### config.mk
export PLATFORM = sky130hd
export DESIGN_NAME = fetch_stage_flat
export DESIGN_NICKNAME = d
export VERILOG_FILES = /design/src/rtl/fetch_stage_if.sv /design/src/rtl/fetch_stage.sv /design/src/flat_wrapper.sv
export SDC_FILE = /design/constraint.sdc
export NUM_CORES = 1
export LEC_CHECK = 0
export CORE_MARGIN = 2
export CORE_UTILIZATION = 40
export DETAILED_ROUTE_END_ITERATION = 10
export PLACE_DENSITY = 0.66
export RECOVER_POWER = 50
export SLEW_MARGIN = 20
export SYNTH_ARGS = -nofsm -noshare
export SYNTH_HDL_FRONTEND = slang
export SYNTH_SLANG_ARGS = --single-unit
### constraint.sdc
create_clock -name clk_i -period 17.9 [get_ports clk_i]
set_input_delay 1.79 -clock clk_i [delete_from_list [all_inputs] [get_ports clk_i]]
set_output_delay 1.79 -clock clk_i [all_outputs]
set_load 0.1 [all_outputs]
### src/rtl/fetch_stage_if.sv
// fetch_stage_if: groups the fetch-stage handshake and data signals.
//   master: the fetch stage (drives imem request and the if_* head outputs)
//   slave : the environment (instruction memory, execute redirect, decode ready)
interface fetch_stage_if #(
   parameter int XLEN = 32
);
   // instruction-memory request/response
   logic            imem_req_valid;
   logic [XLEN-1:0] imem_addr;
   logic            imem_rsp_valid;
   logic [31:0]     imem_rdata;
   // branch/jump redirect from execute
   logic            redirect_valid;
   logic [XLEN-1:0] redirect_pc;
   // hand-off to decode
   logic            id_ready;
   logic            if_valid;
   logic [XLEN-1:0] if_pc;
   logic [31:0]     if_instr;

   modport master (
      output imem_req_valid, imem_addr, if_valid, if_pc, if_instr,
      input  imem_rsp_valid, imem_rdata, redirect_valid, redirect_pc, id_ready
   );

   modport slave (
      input  imem_req_valid, imem_addr, if_valid, if_pc, if_instr,
      output imem_rsp_valid, imem_rdata, redirect_valid, redirect_pc, id_ready
   );
endinterface

### src/rtl/fetch_stage.sv
// fetch_stage: RV32I instruction-fetch front end; PC, sequential imem requests, small head buffer.
// Latency: request issued in C0, response in C1, instruction on if_* in C2; redirect at R shows target at R+3.
// Backpressure: id_ready=0 freezes the head; requests stop once buffered + in-flight words reach BUF_DEPTH.
//
// Ports:
//   clk_i    - clock, all state updates on posedge
//   reset_i  - synchronous active-low reset
//   bus      - fetch_stage_if.master: imem req/rsp, redirect, decode handshake
module fetch_stage #(
   parameter int              XLEN      = 32,
   parameter logic [XLEN-1:0] RESET_PC  = '0,
   parameter int              BUF_DEPTH = 2
) (
   input  logic          clk_i,
   input  logic          reset_i,
   fetch_stage_if.master bus
);

   localparam int PW = (BUF_DEPTH > 1) ? $clog2(BUF_DEPTH) : 1;
   localparam int CW = $clog2(BUF_DEPTH + 1);
   localparam logic [CW:0] DEPTH_C = (CW + 1)'(BUF_DEPTH);

   logic [XLEN-1:0] pc_q, pc_d;
   logic            inflight_q, inflight_d;
   logic [XLEN-1:0] inflight_pc_q, inflight_pc_d;
   logic            kill_q, kill_d;
   logic [PW-1:0]   rd_ptr_q, rd_ptr_d;
   logic [PW-1:0]   wr_ptr_q, wr_ptr_d;
   logic [CW-1:0]   count_q, count_d;

   logic [XLEN-1:0] buf_pc_q    [BUF_DEPTH];
   logic [31:0]     buf_instr_q [BUF_DEPTH];

   logic            not_empty;
   logic            deq;
   logic            enq;
   logic            issue;
   logic [CW:0]     credit_used;

   // Only word-aligned targets are fetched; the low redirect bits are dropped.
   logic            unused_redirect_lsb;
   assign unused_redirect_lsb = ^bus.redirect_pc[1:0];

   // Outputs are forced quiet while reset is asserted, not only after it.
   assign not_empty = reset_i && (count_q != '0);
   assign deq       = not_empty && bus.id_ready;

   // Credits: a word already buffered or still in flight occupies a slot,
   // a word leaving to decode this cycle frees one.
   assign credit_used = {1'b0, count_q}
                      + {{CW{1'b0}}, inflight_q}
                      - {{CW{1'b0}}, deq};
   assign issue = reset_i && !bus.redirect_valid && (credit_used < DEPTH_C);

   // A response is kept only if it belongs to a live request and is not
   // being flushed by a redirect in the same cycle.
   assign enq = bus.imem_rsp_valid && inflight_q && !kill_q && !bus.redirect_valid;

   assign bus.imem_req_valid = issue;
   assign bus.imem_addr      = pc_q;
   assign bus.if_valid       = not_empty;
   assign bus.if_pc          = not_empty ? buf_pc_q[rd_ptr_q]    : '0;
   assign bus.if_instr       = not_empty ? buf_instr_q[rd_ptr_q] : '0;

   always_comb begin
      pc_d          = pc_q;
      inflight_d    = 1'b0;
      inflight_pc_d = inflight_pc_q;
      kill_d        = kill_q;
      rd_ptr_d      = rd_ptr_q;
      wr_ptr_d      = wr_ptr_q;
      count_d       = count_q;

      if (bus.redirect_valid) begin
         // Flush wins over enqueue; an outstanding response gets killed.
         pc_d     = {bus.redirect_pc[XLEN-1:2], 2'b00};
         kill_d   = inflight_q;
         rd_ptr_d = '0;
         wr_ptr_d = '0;
         count_d  = '0;
      end else begin
         if (issue) begin
            pc_d          = pc_q + XLEN'(4);
            inflight_d    = 1'b1;
            inflight_pc_d = pc_q;
            kill_d        = 1'b0;
         end
         if (enq) begin
            wr_ptr_d = wr_ptr_q + PW'(1);
         end
         if (deq) begin
            rd_ptr_d = rd_ptr_q + PW'(1);
         end
         case ({enq, deq})
            2'b10:   count_d = count_q + CW'(1);
            2'b01:   count_d = count_q - CW'(1);
            default: count_d = count_q;
         endcase
      end
   end

   always_ff @(posedge clk_i) begin
      if (!reset_i) begin
         pc_q          <= RESET_PC;
         inflight_q    <= 1'b0;
         inflight_pc_q <= '0;
         kill_q        <= 1'b0;
         rd_ptr_q      <= '0;
         wr_ptr_q      <= '0;
         count_q       <= '0;
      end else begin
         pc_q          <= pc_d;
         inflight_q    <= inflight_d;
         inflight_pc_q <= inflight_pc_d;
         kill_q        <= kill_d;
         rd_ptr_q      <= rd_ptr_d;
         wr_ptr_q      <= wr_ptr_d;
         count_q       <= count_d;
      end
   end

   // Buffer storage needs no reset: count gates visibility of every entry.
   always_ff @(posedge clk_i) begin
      if (reset_i && enq) begin
         buf_pc_q[wr_ptr_q]    <= inflight_pc_q;
         buf_instr_q[wr_ptr_q] <= bus.imem_rdata;
      end
   end

   // The credit rule guarantees room for every accepted response.
   a_no_overflow: assert property (@(posedge clk_i) disable iff (!reset_i)
      enq |-> (count_q < CW'(BUF_DEPTH)));

endmodule

### src/flat_wrapper.sv
// flat-port wrapper written by rule: the top's interface ports become plain ports
module fetch_stage_flat 
#(
   parameter int              XLEN      = 32,
   parameter logic [XLEN-1:0] RESET_PC  = '0,
   parameter int              BUF_DEPTH = 2
)
  (clk_i, reset_i, bus_imem_req_valid, bus_imem_addr, bus_if_valid, bus_if_pc, bus_if_instr, bus_imem_rsp_valid, bus_imem_rdata, bus_redirect_valid, bus_redirect_pc, bus_id_ready);
  fetch_stage_if #(.XLEN(XLEN)) bus_i ();
  input  logic clk_i;
  input  logic reset_i;
  output wire logic [$bits(bus_i.imem_req_valid)-1:0] bus_imem_req_valid;
  output wire logic [$bits(bus_i.imem_addr)-1:0] bus_imem_addr;
  output wire logic [$bits(bus_i.if_valid)-1:0] bus_if_valid;
  output wire logic [$bits(bus_i.if_pc)-1:0] bus_if_pc;
  output wire logic [$bits(bus_i.if_instr)-1:0] bus_if_instr;
  input wire logic [$bits(bus_i.imem_rsp_valid)-1:0] bus_imem_rsp_valid;
  input wire logic [$bits(bus_i.imem_rdata)-1:0] bus_imem_rdata;
  input wire logic [$bits(bus_i.redirect_valid)-1:0] bus_redirect_valid;
  input wire logic [$bits(bus_i.redirect_pc)-1:0] bus_redirect_pc;
  input wire logic [$bits(bus_i.id_ready)-1:0] bus_id_ready;
  assign bus_imem_req_valid = bus_i.imem_req_valid;
  assign bus_imem_addr = bus_i.imem_addr;
  assign bus_if_valid = bus_i.if_valid;
  assign bus_if_pc = bus_i.if_pc;
  assign bus_if_instr = bus_i.if_instr;
  assign bus_i.imem_rsp_valid = bus_imem_rsp_valid;
  assign bus_i.imem_rdata = bus_imem_rdata;
  assign bus_i.redirect_valid = bus_redirect_valid;
  assign bus_i.redirect_pc = bus_redirect_pc;
  assign bus_i.id_ready = bus_id_ready;
  fetch_stage #(.XLEN(XLEN), .RESET_PC(RESET_PC), .BUF_DEPTH(BUF_DEPTH)) u_core (.clk_i(clk_i), .reset_i(reset_i), .bus(bus_i));
endmodule
# --- After elaboration in Yosys (flattened, before gate mapping) ---
# Memories as Yosys holds them, arrays and structs flattened. A register that Yosys moved wholly into a read port is not among the register bits.
# Index checks and enable logic that the tools add are counted.
# Widths: inputs -> output; s select.
word_totals:
  regBits: 70
  ram_bits: 128
  output_inout_bits: 98
  word_cells: 51
  n_memories: 2
classes:
  addsub: 7
  n_lt_le_gt_ge: 1
  eq_ne: 2
  muxes: 14
  n_bitwise: 2
  reduce_logical: 15
memory_table:
  columns: ["name", "depth", "width", "rd", "rd_clocked_by_memory_dff", "wr", "line", "rtl"]
  rows:
  - ["u_core.buf_instr_q", 2, 32, 1, 1, 1, "fetch_stage.sv:32", "logic [31:0] buf_instr_q [BUF_DEPTH];"]
  - ["u_core.buf_pc_q", 2, 32, 1, 1, 1, "fetch_stage.sv:31", "logic [XLEN-1:0] buf_pc_q [BUF_DEPTH];"]
ops:
  columns: ["cell", "count"]
  rows:
  - ["$mux 32", 4]
  - ["$add 32x3->32 const B", 1]
  - ["$mux 1", 9]
  - ["$logic_and 1x1->1", 8]
  - ["$reduce_bool 2->1", 3]
  - ["$pmux 2 s2", 1]
  - ["$add 2x1->3", 1]
  - ["$lt 3x2->1 const B", 1]
  - ["$sub 3x1->3", 1]
  - ["$add 1x1->1 const B", 2]
  - ["$add 2x1->2 const B", 1]
  - ["$eq 2x1->1 const B", 1]
  - ["$eq 2x2->1 const B", 1]
  - ["$logic_not 1->1", 2]
  - ["$not 1->1", 2]
  - ["$reduce_and 2->1", 1]
  - ["$reduce_or 2->1", 1]
  - ["$sub 2x1->2 const B", 1]

# --- Depth between registers and ports, before layout ---
# Gate-level depths: netlist of the first run.
logic_depth:
  depth_word: 8
  depth_mapped: 15
  mapped_depth_nobuf: 12

# --- Worst setup path after synthesis of the first run ---
# OpenSTA, ideal clock, no wires.
synth_path:
  path_type: "input to register"
  startpoint: "in bus_redirect_valid"
  endpoint: "mem u_core.buf_instr_q[0][0] (enable)"
  t_arrival_ns: 6.698
  t_required_ns: 17.342
  setup_slack_ns: 10.643
  stages: 4
  cell_sequence: "buf_6 -> nor4b_1 -> inv_1 -> nor3_1"
synth_via:
  elab_chain_len: 5
synth_rtl:
  columns: ["element", "line", "rtl"]
  rows:
  - ["start, declared", "flat_wrapper.sv:19", "input wire logic [$bits(bus_i.redirect_valid)-1:0] bus_redirect_valid;"]
  - ["$logic_not 1->1", "fetch_stage.sv:57", "assign enq = bus.imem_rsp_valid && inflight_q && !kill_q && !bus.redirect_valid;"]
  - ["$logic_and 1x1->1", "fetch_stage.sv:57", null]
  - ["$logic_and 1x1->1", "fetch_stage.sv:124", "if (reset_i && enq) begin"]
  - ["$mux 1", "fetch_stage.sv:124", null]
  - ["$mux 1 (not written as such)", "fetch_stage.sv:126", "buf_instr_q[wr_ptr_q] <= bus.imem_rdata;"]
  - ["end, declared", "fetch_stage.sv:32", null]
# No other way between the ends.

# --- Worst setup path after layout of the first run ---
layout_path:
  startpoint: "in reset_i"
  endpoint: "out bus_imem_req_valid"
layout_via:
  elab_chain_len: 5
layout_rtl:
  columns: ["element", "line", "rtl"]
  rows:
  - ["start, declared", "flat_wrapper.sv:11", "input logic reset_i;"]
  - ["$logic_and 1x1->1", "fetch_stage.sv:45", "assign not_empty = reset_i && (count_q != '0);"]
  - ["$logic_and 1x1->1", "fetch_stage.sv:46", "assign deq = not_empty && bus.id_ready;"]
  - ["named net u_core.deq", "fetch_stage.sv:35", "logic deq;"]
  - ["$sub 3x1->3", "fetch_stage.sv:52", "- {{CW{1'b0}}, deq};"]
  - ["$lt 3x2->1", "fetch_stage.sv:53", "assign issue = reset_i && !bus.redirect_valid && (credit_used < DEPTH_C);"]
  - ["$logic_and 1x1->1", "fetch_stage.sv:53", null]
  - ["end, declared", "flat_wrapper.sv:12", "output wire logic [$bits(bus_i.imem_req_valid)-1:0] bus_imem_req_valid;"]
# The timed path passes the listed nets, and every way through them passes these cells.

==> results of run 1 <==
-- power groups by stage --
stage	Combinational [W]	Sequential, W	Clock, W
6_report	0.0000947	0.000486	0.000351
5_1_grt	0.0000997	0.000487	0.000379
4_1_cts	0.0000982	0.000486	0.000360
3_5_place_dp	0.0000978	0.000496	0
3_3_place_gp	0.0000964	0.000495	0
2_1_floorplan	0.0000323	0.000526	0
-- layer usage --
metal  track usage [%]  up-vias
met4              7.69        0
li1                  -     2676
met1              22.6     2644
met5                 0        -
met2              29.9      202
met3              4.17       22
-- through the flow --
step / instances / area [sq um] / util (%) / hold WS, ps / power (W)
floorplan: 659 / 7850 / - / 425 / 0.000558
CTS: 1082 / 10200 / 52.9 / 456 / 0.000944
finish: 1083 / 10200 / 52.9 / 455 / 0.000931
global placement: 1050 / 9670 / 50.0 / 434 / 0.000592
global route: 1083 / 10200 / 52.9 / 465 / 0.000966
detailed placement: 1050 / 9670 / 50.0 / 439 / 0.000593
-- state kept, by name, summed over array words and instances, names as in the netlist, named ones only --
register,count
u_core.buf_instr_q,64
u_core.buf_pc_q,60
u_core.bus.imem_addr,30
u_core.inflight_pc_q,30
u_core.count_q,2
u_core.inflight_q,1
u_core.kill_q,1
u_core.rd_ptr_q,1
u_core.wr_ptr_q,1
-- final timing paths --
kind	end	slack, ps	cells past startpoint
worst max-delay path	bus_imem_req_valid	10000	12
worst min-delay path	u_core.buf_pc_q[1][27]$_DFFE_PP_	450	0
worst max register to register	u_core.buf_instr_q[1][20]$_DFFE_PP_	14100	3
worst min register to register	u_core.buf_pc_q[1][27]$_DFFE_PP_	450	0
-- worst max-delay path, stage by stage --
cell and delay [ps]:
sky130_fd_sc_hd__dlygate4sd3_1 970, sky130_fd_sc_hd__o21ai_4 120, sky130_fd_sc_hd__inv_1 90, sky130_fd_sc_hd__and2_1 210, sky130_fd_sc_hd__ha_1 250, sky130_fd_sc_hd__nand2b_1 150
sky130_fd_sc_hd__fa_1 420, sky130_fd_sc_hd__xnor2_1 230, sky130_fd_sc_hd__nand3_2 110, sky130_fd_sc_hd__inv_1 60, sky130_fd_sc_hd__buf_4 440, sky130_fd_sc_hd__clkdlybuf4s50_1 1260
-- layout make-up --
type | count | share of cell area [%]
Clock inverter | 11 | 0.734
Timing Repair Buffer | 168 | 16.3
Tap cell | 265 | 3.24
Inverter | 14 | 0.514
Sequential cell | 191 | 49.5
Clock buffer | 21 | 4.61
Multi-Input combinational cell | 413 | 25.0
-- cells by family (layout without fill, tap and decap cells) --
logic type | count (synthesis) | after routing | synth area share [%]
XOR/XNOR | 13 | 13 | 1.45
adder cells (fa/ha/maj) | 4 | 4 | 0.735
AO/OA/AOI/OAI | 102 | 102 | 8.14
other | 1 | 4 | 0.0479
flip-flops | 191 | 191 | 64.6
AND/OR/NAND/NOR | 226 | 226 | 13.6
buffers and inverters | 55 | 214 | 3.16
multiplexers | 64 | 64 | 8.19
-- cell usage in the layout (no fill, tap or decap), drive strengths merged, types with 2 or more instances in the layout --
| master | instances |
|---|---|
| dfxtp | 67 |
| o311ai | 2 |
| dlygate4sd3 | 64 |
| a22oi | 9 |
| nor4b | 4 |
| edfxtp | 124 |
| nand2b | 3 |
| a21oi | 45 |
| or4 | 2 |
| inv | 21 |
| clkdlybuf4s50 | 96 |
| mux2i | 63 |
| o211ai | 6 |
| ha | 3 |
| and4 | 6 |
| clkinv | 3 |
| nand2 | 82 |
| conb | 4 |
| nand3 | 18 |
| and3 | 6 |
| or3 | 6 |
| clkbuf | 22 |
| a32oi | 5 |
| xor2 | 2 |
| o21ai | 11 |
| nor2 | 77 |
| a2bb2oi | 2 |
| xnor2 | 11 |
| buf | 7 |
| nor3 | 4 |
| a31oi | 6 |
| o22ai | 6 |
| nor4 | 4 |
| nand4 | 6 |
| o31a | 2 |
| and2 | 5 |
==> summary.md, run 1 <==
Counting flops with a built-in enable in the synthesized netlist gives 124. Number of vias per cell after detailed routing: 5.12. The layout has 1695 filler cells. The switching power is 0.000237 W, and the violation count after the first detailed-route iteration is 311.

The number of rows in the core area is 51, and the overall die height is 144 um. The logs give 0.0207 sq mm for the die footprint and 0 ps for the sum of negative setup slack. The min-delay analysis places its worst path in the category flop to flop. The power per unit of standard cell area was 91.0 mW/mm^2; the cell count after synthesis was 656. TritonCTS built the clock tree. The logs give 5481 for the number of global-route vias before repair and 878 for the final net count. Final critical delay including setup and external delays: 7900 ps.

The run finished, with violations left. The total number of H-tree levels was 4. Timing analysis after detailed placement gives a worst setup slack of 10060 ps. Global routing used 18.0% of the available tracks across all layers. The run gives 58 as the post-synthesis cell type count. The startpoint identified for the worst register-to-register timing path is u_core.inflight_q$_SDFF_PP0_. Sorting the synthesized cells by area gives the leading types as sky130_fd_sc_hd__edfxtp_1 48%, sky130_fd_sc_hd__dfxtp_1 17%, sky130_fd_sc_hd__mux2i_1 8.0%, sky130_fd_sc_hd__nand2_1 3.9%, sky130_fd_sc_hd__nor2_1 3.7%. In the detailed route, the total length drawn on met3 is 1210 um.

A synthesized cell averages 11.9 sq um. For this run the aggregate overflow at the end of global routing stands at 0. The critical path is of the primary input to output port type. The area used by multi-input combinational logic was 0.00256 sq mm. By instance count, the leading cell after synthesis is sky130_fd_sc_hd__edfxtp_1. The tools report the final worst setup slack as 10000 ps.

The max-cap check violation count is 1. Entering global routing, the biggest net connects 63 pins. The worst pin sits at a relative slew slack of -106%. The number of buffers added on ports was 160; the number of detailed-route iterations in the first pass was 4. Net switching is 25.5% of the power. Sorting the synthesized cells by how often they occur yields 124 x sky130_fd_sc_hd__edfxtp_1, 82 x sky130_fd_sc_hd__nand2_1, 77 x sky130_fd_sc_hd__nor2_1. The maximum fanout along the worst path is 48.

During I/O placement, the number of pins put on the boundary was 167. The tools report the post-CTS resize count as 0. The global-route wire length before repair is 28400 um, and the initial standard-cell utilization of the core is 40.5%. Final-report max-slew violation count: 63.

The worst-case IR drop observed on VDD is 0.0643 mV. Data on the critical path is required at its endpoint by 16110 ps. STA classifies the critical path startpoint as a primary input. The register clock-pin slew on the reported worst setup and hold paths is 70 ps, and the storage element area is 0.00507 sq mm. The checks that failed: capacitance limit, slew limit. The most used flip-flop cell after synthesis is sky130_fd_sc_hd__edfxtp_1. The slew at the pin closest to its max-slew limit is 3090 ps, and the setup skew after layout is 7.46 ps. The detailed-route wire length was 18500 um; the share of the synthesized area in the top cell type was 47.5%.

The share of total power dissipated in combinational logic is 10.2%. The core region is 0.0193 sq mm. The floorplan step set the die width to 144 um. For this design, the sink count on the clock tree is 191. The clock reaches the later pin of the worst-skew pair after 420 ps. Register share of total power: 52.2%.

Setup repair after global routing left no endpoint under its margin. Synthesis inferred 191 register bits. The total DRC errors in the routed layout was 0. The maximum frequency from static timing analysis came out at 0.127 GHz.

Yosys printed 0 warnings. sky130_fd_sc_hd__edfxtp_1 takes more of the synthesized area than any other cell. The run gives 0 as the initial antenna violation count.

The number of hold buffers added after CTS was 0. Buffers inserted during clock tree synthesis total 17. For this run, the register share of the synthesized area comes to 64.6%. In the final routed layout, each cell accounts on average for 17.0 um. For the number of buffers inserted to repair setup after CTS, the log shows 0. The detailed placer's ending HPWL was 11800 um; the post-synthesis cell area was 0.00784 sq mm.

Counting along the longest clock path gives a buffer depth of 2. At the worst endpoint, the arrival time is 6110 ps. The fraction of layout instances using a drive strength above 1 works out to 6.11%.

For this design the static power due to leakage is 3.40 nW. The cell at the root of the clock tree was sky130_fd_sc_hd__clkbuf_16. The global placement routability congestion was 0.790. For the total met2 wirelength after detailed routing, the log shows 8980 um. Area added between synthesis and finish: 30.6%.

The detail route stage leaves a number of antenna-violating nets equal to 0. The tools report the total of endpoints with negative setup slack in the final report as 0. Tracing the worst setup path back leads to its startpoint at reset_i. 0 antenna diodes ended up in the layout. The type of element capturing the critical path is an output port. After detailed routing, no signal wire sits above met4. The internal power consumption is 0.000694 W, and the count of vias placed by the detailed router is 5544. The clock power share came out at 37.7%.

Worst min-delay path startpoint: u_core.inflight_pc_q[27]$_SDFFE_PN0P_. Dividing the final minimum period by the clock period gives 44.2%. The wire length on met1 came out at 7880 um. The hold violation total from the final report is 0, and the share of synthesized registers carrying an async set or reset is 0%.
No activity file was read; power rests on OpenSTA's default activity.
==> run 2, diff against run 1 <==
--- a/config.mk
+++ b/config.mk
@@ -8,7 +8,7 @@
 export CORE_MARGIN = 2
 export CORE_UTILIZATION = 40
 export DETAILED_ROUTE_END_ITERATION = 10
-export PLACE_DENSITY = 0.66
+export PLACE_DENSITY = 0.69
 export RECOVER_POWER = 50
 export SLEW_MARGIN = 20
 export SYNTH_ARGS = -nofsm -noshare
==> constraint.sdc (replaced) <==
create_clock -name clk_i -period 6.69 [get_ports clk_i]
set_input_delay 0.669 -clock clk_i [delete_from_list [all_inputs] [get_ports clk_i]]
set_output_delay 0.669 -clock clk_i [all_outputs]
set_load 0.1 [all_outputs]
==> summary.md, run 2 (synthesized netlist as in run 1, its figures left out) <==
For the initial antenna violation count, the log shows 1 (was 0). The largest stage delay on the critical path is 530 ps (was 1260 ps), and the final worst setup slack is 2160 ps (was 10000 ps). Violated checks: capacitance limit, slew limit (unchanged). The run gives 430 ps (was 420 ps) as the worst-skew pair later-pin latency.

Flip-flop count of the largest register after layout: 64 (unchanged). The tools report the number of buffers inserted to repair setup after CTS as 0 (unchanged). The sink count of the clock tree is 191 (unchanged). The number of rows in the core area came out at 51 (unchanged).

Cell repeated most along the worst path: sky130_fd_sc_hd__inv_1 (unchanged). The maximum fanout along the worst path is 28 (was 48), and the number of detailed-route iterations in the first pass is 5 (was 4). The initial standard-cell utilization of the core is 40.5% (unchanged). The detailed-route wire length was 18000 um (was 18500 um). For the placement-stage worst setup slack, the log shows 1880 ps (was 10060 ps). Worst-path cell chain: clkdlybuf4s50_1 > buf_4 > o21ai_4 > inv_1 > and2_1 > ha_1 > nand2b_1 > fa_1 > xnor2_1 > nand3_2 > inv_1 > buf_12 (was dlygate4sd3_1 > o21ai_4 > inv_1 > and2_1 > ha_1 > nand2b_1 > fa_1 > xnor2_1 > nand3_2 > inv_1 > buf_4 > clkdlybuf4s50_1). The required time of the critical path came out at 6020 ps (was 16110 ps). The total DRC errors in the routed layout came out at 0 (unchanged). Post-CTS resize count: 0 (unchanged). The sum of negative setup slack is 0 ps (unchanged). For the global placement routability congestion, the log shows 0.809 (was 0.790). Standard cell with the maximum stage delay on the critical path: sky130_fd_sc_hd__nand3_2 (was sky130_fd_sc_hd__clkdlybuf4s50_1). The run gives 0 (unchanged) as the hold buffer count at CTS. The setup skew after layout came out at 9.37 ps (was 7.46 ps). The worst setup path category was primary input to output port (unchanged). The critical path startpoint category is a primary input (unchanged). The tools report the reg-to-reg critical path startpoint as u_core.count_q[1]$_SDFFE_PP0P_ (was u_core.inflight_q$_SDFF_PP0_).

The area added between synthesis and finish is 31.8% (was 30.6%), and the overall die height is 144 um (unchanged). The largest net degree at the start of global routing is 63 (unchanged). The slew at the pin closest to its max-slew limit was 2070 ps (was 3090 ps); the number of antenna-violating nets in the routed design was 0 (unchanged). The number of buffers added on ports was 160 (unchanged).

The worst path needs 4530 ps of the cycle, external delays included. The run gives 881 (was 878) as the final net count. The path type of the worst min-delay path is flop to flop (unchanged). The register clock-pin slew on the reported worst setup and hold paths works out to 70 ps (about the same). The tools report the launch point of the worst path as reset_i (unchanged).

Die span in x: 144 um (unchanged). The fill cell instance count of the final layout was 1699 (was 1695). The final-report max-slew violation count is 64 (was 63). Largest regs: u_core.buf_instr_q: 64 flops, u_core.buf_pc_q: 60 flops (unchanged). The fraction of layout instances using a drive strength above 1 came out at 6.46% (was 6.11%). The tools report the critical path data arrival time as 3870 ps (was 6110 ps).

Most common cell after layout, fill and taps aside: sky130_fd_sc_hd__edfxtp_1 (unchanged). Largest delay contributor family on the critical path: buffers and inverters (unchanged). For the max-cap check violation count, the log shows 2 (was 1). The per-cell routed wire length came out at 16.6 um (was 17.0 um). The violation count after the first detailed-route iteration was 274 (was 311); the hold violation total from the final report was 0 (unchanged).

The run gives 27800 um (was 28400 um) as the global-route wire length before repair. For the static leakage, the log shows 3.40 nW (about the same). Die footprint: 0.0207 sq mm (unchanged). Setup repair after global routing left no endpoint under its margin. The antenna diode instance count is 0 (unchanged).

The number of global-route vias before repair is 5280 (was 5481). Worst-case headroom to the max-slew limit: -38.1% (was -106%). The flow ran to the end, but the final reports show violations.

Dividing the final minimum period by the clock period gives 67.8%. For the core area, the log shows 0.0193 sq mm (unchanged). Most frequent cells in the layout: 124 x sky130_fd_sc_hd__edfxtp_1, 113 x sky130_fd_sc_hd__clkdlybuf4s50_1, 82 x sky130_fd_sc_hd__nand2_1 (was 124 x sky130_fd_sc_hd__edfxtp_1, 96 x sky130_fd_sc_hd__clkdlybuf4s50_1, 82 x sky130_fd_sc_hd__nand2_1). The worst path buffer plus inverter count works out to 5 (unchanged). The logs give 4 (unchanged) for the total number of H-tree levels and 0.221 GHz for the maximum frequency from static timing analysis. The clock buffer count from CTS is 17 (unchanged). Global-route congestion overflow total: 0 (unchanged). Power per unit of standard cell area: 253 mW/mm^2 (was 91.0 mW/mm^2). TritonCTS built the clock tree. The worst min-delay path startpoint was u_core.inflight_pc_q[30]$_SDFFE_PN0P_ (was u_core.inflight_pc_q[27]$_SDFFE_PN0P_). The tools report the type of element capturing the critical path as an output port (unchanged).

The total of endpoints with negative setup slack in the final report is 0 (unchanged). Cell at the root of the clock tree: sky130_fd_sc_hd__clkbuf_16 (unchanged). The run gives 0.156 mV (was 0.0643 mV) as the maximum VDD drop. The logs give 11700 um (was 11800 um) for the detailed placer's ending HPWL and 167 (unchanged) for the number of top-level pins. For the maximum buffer depth of the clock tree, the log shows 2 (unchanged). The count of vias placed by the detailed router is 5529 (was 5544), and the number of vias per cell after detailed routing is 5.09 (was 5.12). The run gives 17.7% (was 18.0%) as the overall routing resource usage. The register containing the most flip-flops in the final layout is u_core.buf_instr_q (unchanged).
[run 2: cell types whose count changed in the layout (fill, tap and decap cells not counted), sizes merged]
cell / change
buf: +2
bufinv: +4
clkdlybuf4s50: +17
clkinv: +1
clkinvlp: +1
dlygate4sd3: -18
inv: -4
[run 2: worst register-to-register path, stage by stage (launching register included)]
cell and delay [ps]:
sky130_fd_sc_hd__dfxtp_1 400, sky130_fd_sc_hd__o21ai_4 160, sky130_fd_sc_hd__inv_1 60, sky130_fd_sc_hd__and2_1 200, sky130_fd_sc_hd__ha_1 300, sky130_fd_sc_hd__nand2b_1 150, sky130_fd_sc_hd__fa_1 420, sky130_fd_sc_hd__xnor2_1 220
sky130_fd_sc_hd__nand3_2 530, sky130_fd_sc_hd__inv_1 380, sky130_fd_sc_hd__buf_4 350, sky130_fd_sc_hd__nand3_1 130, sky130_fd_sc_hd__or4_1 400, sky130_fd_sc_hd__a31oi_1 160
[run 2: path summary, 6_finish.rpt]
| path | end | slack, ps | cells past startpoint |
|---|---|---|---|
| worst max-delay path | bus_imem_req_valid | 2160 | 12 |
| worst min-delay path | u_core.buf_pc_q[0][30]$_DFFE_PP_ | 450 | 0 |
| worst max register to register | u_core.bus.imem_addr[17]$_SDFFE_PN0P_ | 2760 | 13 |
| worst min register to register | u_core.buf_pc_q[0][30]$_DFFE_PP_ | 450 | 0 |
[run 2: layout make-up]
| cell class | count | area, sq um | area share [%] |
|---|---|---|---|
| clock buffers | 19 | 433 | 4.19 |
| inverters | 14 | 52.6 | 0.509 |
| well taps | 265 | 332 | 3.21 |
| multi-input cells | 413 | 2550 | 24.7 |
| clock inverters | 13 | 185 | 1.79 |
| flip-flops and latches | 191 | 5070 | 49.1 |
| repair buffers | 171 | 1700 | 16.5 |
[run 2: where the power goes]
| part | internal [W] | switching (W) | total, W |
|---|---|---|---|
| logic | 0.0000778 | 0.000178 | 0.000256 |
| registers | 0.00127 | 0.0000281 | 0.00130 |
| clock network | 0.000628 | 0.000432 | 0.00106 |
| total | 0.00198 | 0.000638 | 0.00262 |
[run 2: per-stage QoR]
step | instances | util (%) | power [W] | area, sq um | hold slack [ps]
floorplan | 659 | - | 0.00149 | 7850 | 425
global placement | 1053 | 50.2 | 0.00159 | 9700 | 432
detailed placement | 1054 | 50.3 | 0.00159 | 9730 | 438
CTS | 1086 | 53.5 | 0.00264 | 10300 | 454
global route | 1086 | 53.4 | 0.00270 | 10300 | 461
finish | 1086 | 53.4 | 0.00262 | 10300 | 452
[run 2: layer usage]
metal,part of all wire (%),routed length (um),global-route usage [%]
met1,43,7720,21.8
met2,49,8790,30.0
met3,6.9,1240,4.80
met4,1.5,272,5.68
met5,0,0,0
==> run 3, diff against run 2 <==
==> constraint.sdc (replaced) <==
create_clock -name clk_i -period 3.7 [get_ports clk_i]
set_input_delay 0.37 -clock clk_i [delete_from_list [all_inputs] [get_ports clk_i]]
set_output_delay 0.37 -clock clk_i [all_outputs]
set_load 0.1 [all_outputs]
==> summary.md, run 3 (synthesized netlist as in run 1, its figures left out) <==
The fill cell instance count of the final layout is 1690 (was 1699), and the smallest hold slack is 450 ps (was 452 ps). For the placement-stage worst setup slack, the log shows 177 ps (was 1880 ps). The global-route congestion overflow total was 0 (unchanged). Depth of the worst register-to-register path: 11 (was 13).

The die span in x is 144 um (unchanged). The path type of the worst min-delay path is flop to flop (unchanged). The maximum fanout along the worst path is 20 (was 28).

Endpoint of the worst register-to-register path: u_core.bus.imem_addr[14]$_SDFFE_PN0P_ (was u_core.bus.imem_addr[17]$_SDFFE_PN0P_). Setup repair after global routing left no endpoint under its margin. The reg-to-reg critical path startpoint was u_core.count_q[0]$_SDFFE_PP0P_ (was u_core.count_q[1]$_SDFFE_PP0P_).

TritonCTS built the clock tree. The tools report the sum of negative setup slack as 0 ps (unchanged). For the maximum VDD drop, the log shows 0.327 mV (was 0.156 mV). The tools report the hold path endpoint as u_core.buf_pc_q[0][26]$_DFFE_PP_ (was u_core.buf_pc_q[0][30]$_DFFE_PP_). The static leakage is 3.50 nW (was 3.40 nW). The total number of H-tree levels is 4 (unchanged), and the largest stage delay on the critical path is 440 ps (was 530 ps). Cell at the root of the clock tree: sky130_fd_sc_hd__clkbuf_16 (unchanged).

The most common cell after layout, fill and taps aside was sky130_fd_sc_hd__edfxtp_1 (unchanged). The per-cell routed wire length was 16.4 um (was 16.6 um). Global placement routability congestion: 0.785 (was 0.809). The logs give 0.0193 sq mm (unchanged) for the core area and 0 (unchanged) for the hold violation total from the final report. The antenna diode instance count was 0 (unchanged).

Register containing the most flip-flops in the final layout: u_core.buf_instr_q (unchanged). The post-route cell area is 0.0102 sq mm (was 0.0103 sq mm). The sink count of the clock tree is 191 (unchanged).

For the area used by multi-input combinational logic, the log shows 0.00256 sq mm (was 0.00255 sq mm). The tools report the number of buffers inserted to repair setup after CTS as 0 (unchanged). The count of vias placed by the detailed router came out at 5529 (unchanged).

The register clock-pin slew on the reported worst setup and hold paths was 70 ps (about the same). For the max-cap check violation count, the log shows 0 (was 2). The ratio of final minimum period to clock period was 93.7%; the number of vias per cell after detailed routing was 5.06 (was 5.09). For the number of detailed-route iterations in the first pass, the log shows 4 (was 5).

For the total of endpoints with negative setup slack in the final report, the log shows 0 (unchanged). The total DRC errors in the routed layout was 0 (unchanged); the number of buffers added on ports was 160 (unchanged). The placed standard-cell area was 0.00964 sq mm (was 0.00973 sq mm); the final worst setup slack was 234 ps (was 2160 ps).

The run gives 3100 ps (was 3870 ps) as the critical path data arrival time. The tools report the setup slack of the worst register-to-register path as 560 ps (was 2760 ps). The tools report the type of element capturing the critical path as an output port (unchanged). The worst setup path category is flop to output port (was primary input to output port). The logs give 8.29 ps (was 9.37 ps) for the setup skew after layout and 0 (unchanged) for the number of antenna-violating nets in the routed design. The tools report the largest net degree at the start of global routing as 63 (unchanged). Worst min-delay path startpoint: u_core.inflight_pc_q[26]$_SDFFE_PN0P_ (was u_core.inflight_pc_q[30]$_SDFFE_PN0P_). Standard cell with the maximum stage delay on the critical path: sky130_fd_sc_hd__fa_1 (was sky130_fd_sc_hd__nand3_2).

The final net count is 887 (was 881), and the overall routing resource usage is 17.3% (was 17.7%). The number of top-level pins is 167 (unchanged). The power per unit of standard cell area is 453 mW/mm^2 (was 253 mW/mm^2).

The initial standard-cell utilization of the core was 40.5% (unchanged); the fraction of layout instances using a drive strength above 1 was 15.2% (was 6.46%). The tools report the critical path startpoint category as a flop (was a primary input). The worst-skew pair later-pin latency is 430 ps (about the same). The maximum buffer depth of the clock tree was 2 (unchanged). Largest regs: u_core.buf_instr_q: 64 flops, u_core.buf_pc_q: 60 flops (unchanged).

The worst path buffer plus inverter count was 4 (was 5); the final-report max-slew violation count was 0 (was 64). The slew at the pin closest to its max-slew limit was 1420 ps (was 2070 ps). Overall die height: 144 um (unchanged). Detailed placer's ending HPWL: 11800 um (was 11700 um). The largest delay contributor family on the critical path was adder cells (was buffers and inverters).

The count of cells along the worst hold path works out to 0 (unchanged). The number of global-route vias before repair was 5136 (was 5280). The flow ran to the end, and the final reports show no timing, DRC or antenna violations.

The detailed-route wire length came out at 17900 um (was 18000 um). The area added between synthesis and finish is 30.1% (was 31.8%), and the die footprint is 0.0207 sq mm (unchanged). The flip-flop count of the largest register after layout was 64 (unchanged). The global-route wire length before repair is 27100 um (was 27800 um).

Worst-path cell chain: o21ai_4 > clkinvlp_4 > and2_1 > ha_1 > nand2b_1 > fa_1 > xnor2_2 > nand3_2 > clkinvlp_4 > buf_12 > buf_12 (was clkdlybuf4s50_1 > buf_4 > o21ai_4 > inv_1 > and2_1 > ha_1 > nand2b_1 > fa_1 > xnor2_1 > nand3_2 > inv_1 > buf_12). Most frequent cells in the layout: 124 x sky130_fd_sc_hd__edfxtp_1, 82 x sky130_fd_sc_hd__nand2_1, 77 x sky130_fd_sc_hd__nor2_1 (was 124 x sky130_fd_sc_hd__edfxtp_1, 113 x sky130_fd_sc_hd__clkdlybuf4s50_1, 82 x sky130_fd_sc_hd__nand2_1). The end-of-flow core utilization is 52.7% (was 53.4%), and the required time of the critical path is 3330 ps (was 6020 ps). The clock buffer count from CTS is 17 (unchanged).

The worst-case headroom to the max-slew limit is 5.16% (was -38.1%), and the final critical delay including setup and external delays is 3470 ps. The initial antenna violation count was 1 (unchanged). Derived from the worst setup path, the maximum achievable clock frequency is 0.289 GHz.

The number of rows in the core area came out at 51 (unchanged). The violation count after the first detailed-route iteration came out at 200 (was 274). Storage element area: 0.00507 sq mm (about the same).
[run 3: worst max path at each step]
stage | startpoint | end | slack (ps) | cells after the start
final | u_core.count_q[0]$_SDFFE_PP0P_ | bus_imem_req_valid | 230 | 11
after global routing | u_core.count_q[0]$_SDFFE_PP0P_ | bus_imem_req_valid | 30 | 11
after CTS | u_core.count_q[1]$_SDFFE_PP0P_ | bus_imem_req_valid | 60 | 11
after detailed placement | reset_i | u_core.bus.imem_addr[17]$_SDFFE_PN0P_ | 180 | 13
after global placement | reset_i | u_core.bus.imem_addr[14]$_SDFFE_PN0P_ | 230 | 12
after floorplan | reset_i | u_core.bus.imem_addr[24]$_SDFFE_PN0P_ | 20 | 13
[run 3: metrics by stage]
stage | instances | power [W]
after floorplan | 659 | 0.00270
after global placement | 1060 | 0.00287
after detailed placement | 1060 | 0.00288
after CTS | 1092 | 0.00467
after global routing | 1092 | 0.00477
final | 1092 | 0.00461
[run 3: layer usage]
layer	global-route usage, %	wire length (um)
met5	0	13
met4	5.93	307
met3	4.60	1310
met2	29.1	8770
met1	21.5	7520
[run 3: repair_timing]
action                     CTS  global route
hold buffers                 0             0
resized for setup            0             3
setup endpoints to repair    0             1
hold endpoints to repair     0             0
[run 3: layout make-up]
type	count	share of cell area, %
clock buffers	18	4.31
clock inverters	14	1.42
inverters	14	0.589
multi-input cells	413	25.1
flip-flops and latches	191	49.7
well taps	265	3.25
repair buffers	177	15.6
[run 3: where the power goes]
part,total [W],switching (W),internal (W)
Combinational,0.000470,0.000323,0.000147
Sequential,0.00235,0.0000504,0.00230
Clock,0.00179,0.000820,0.000973
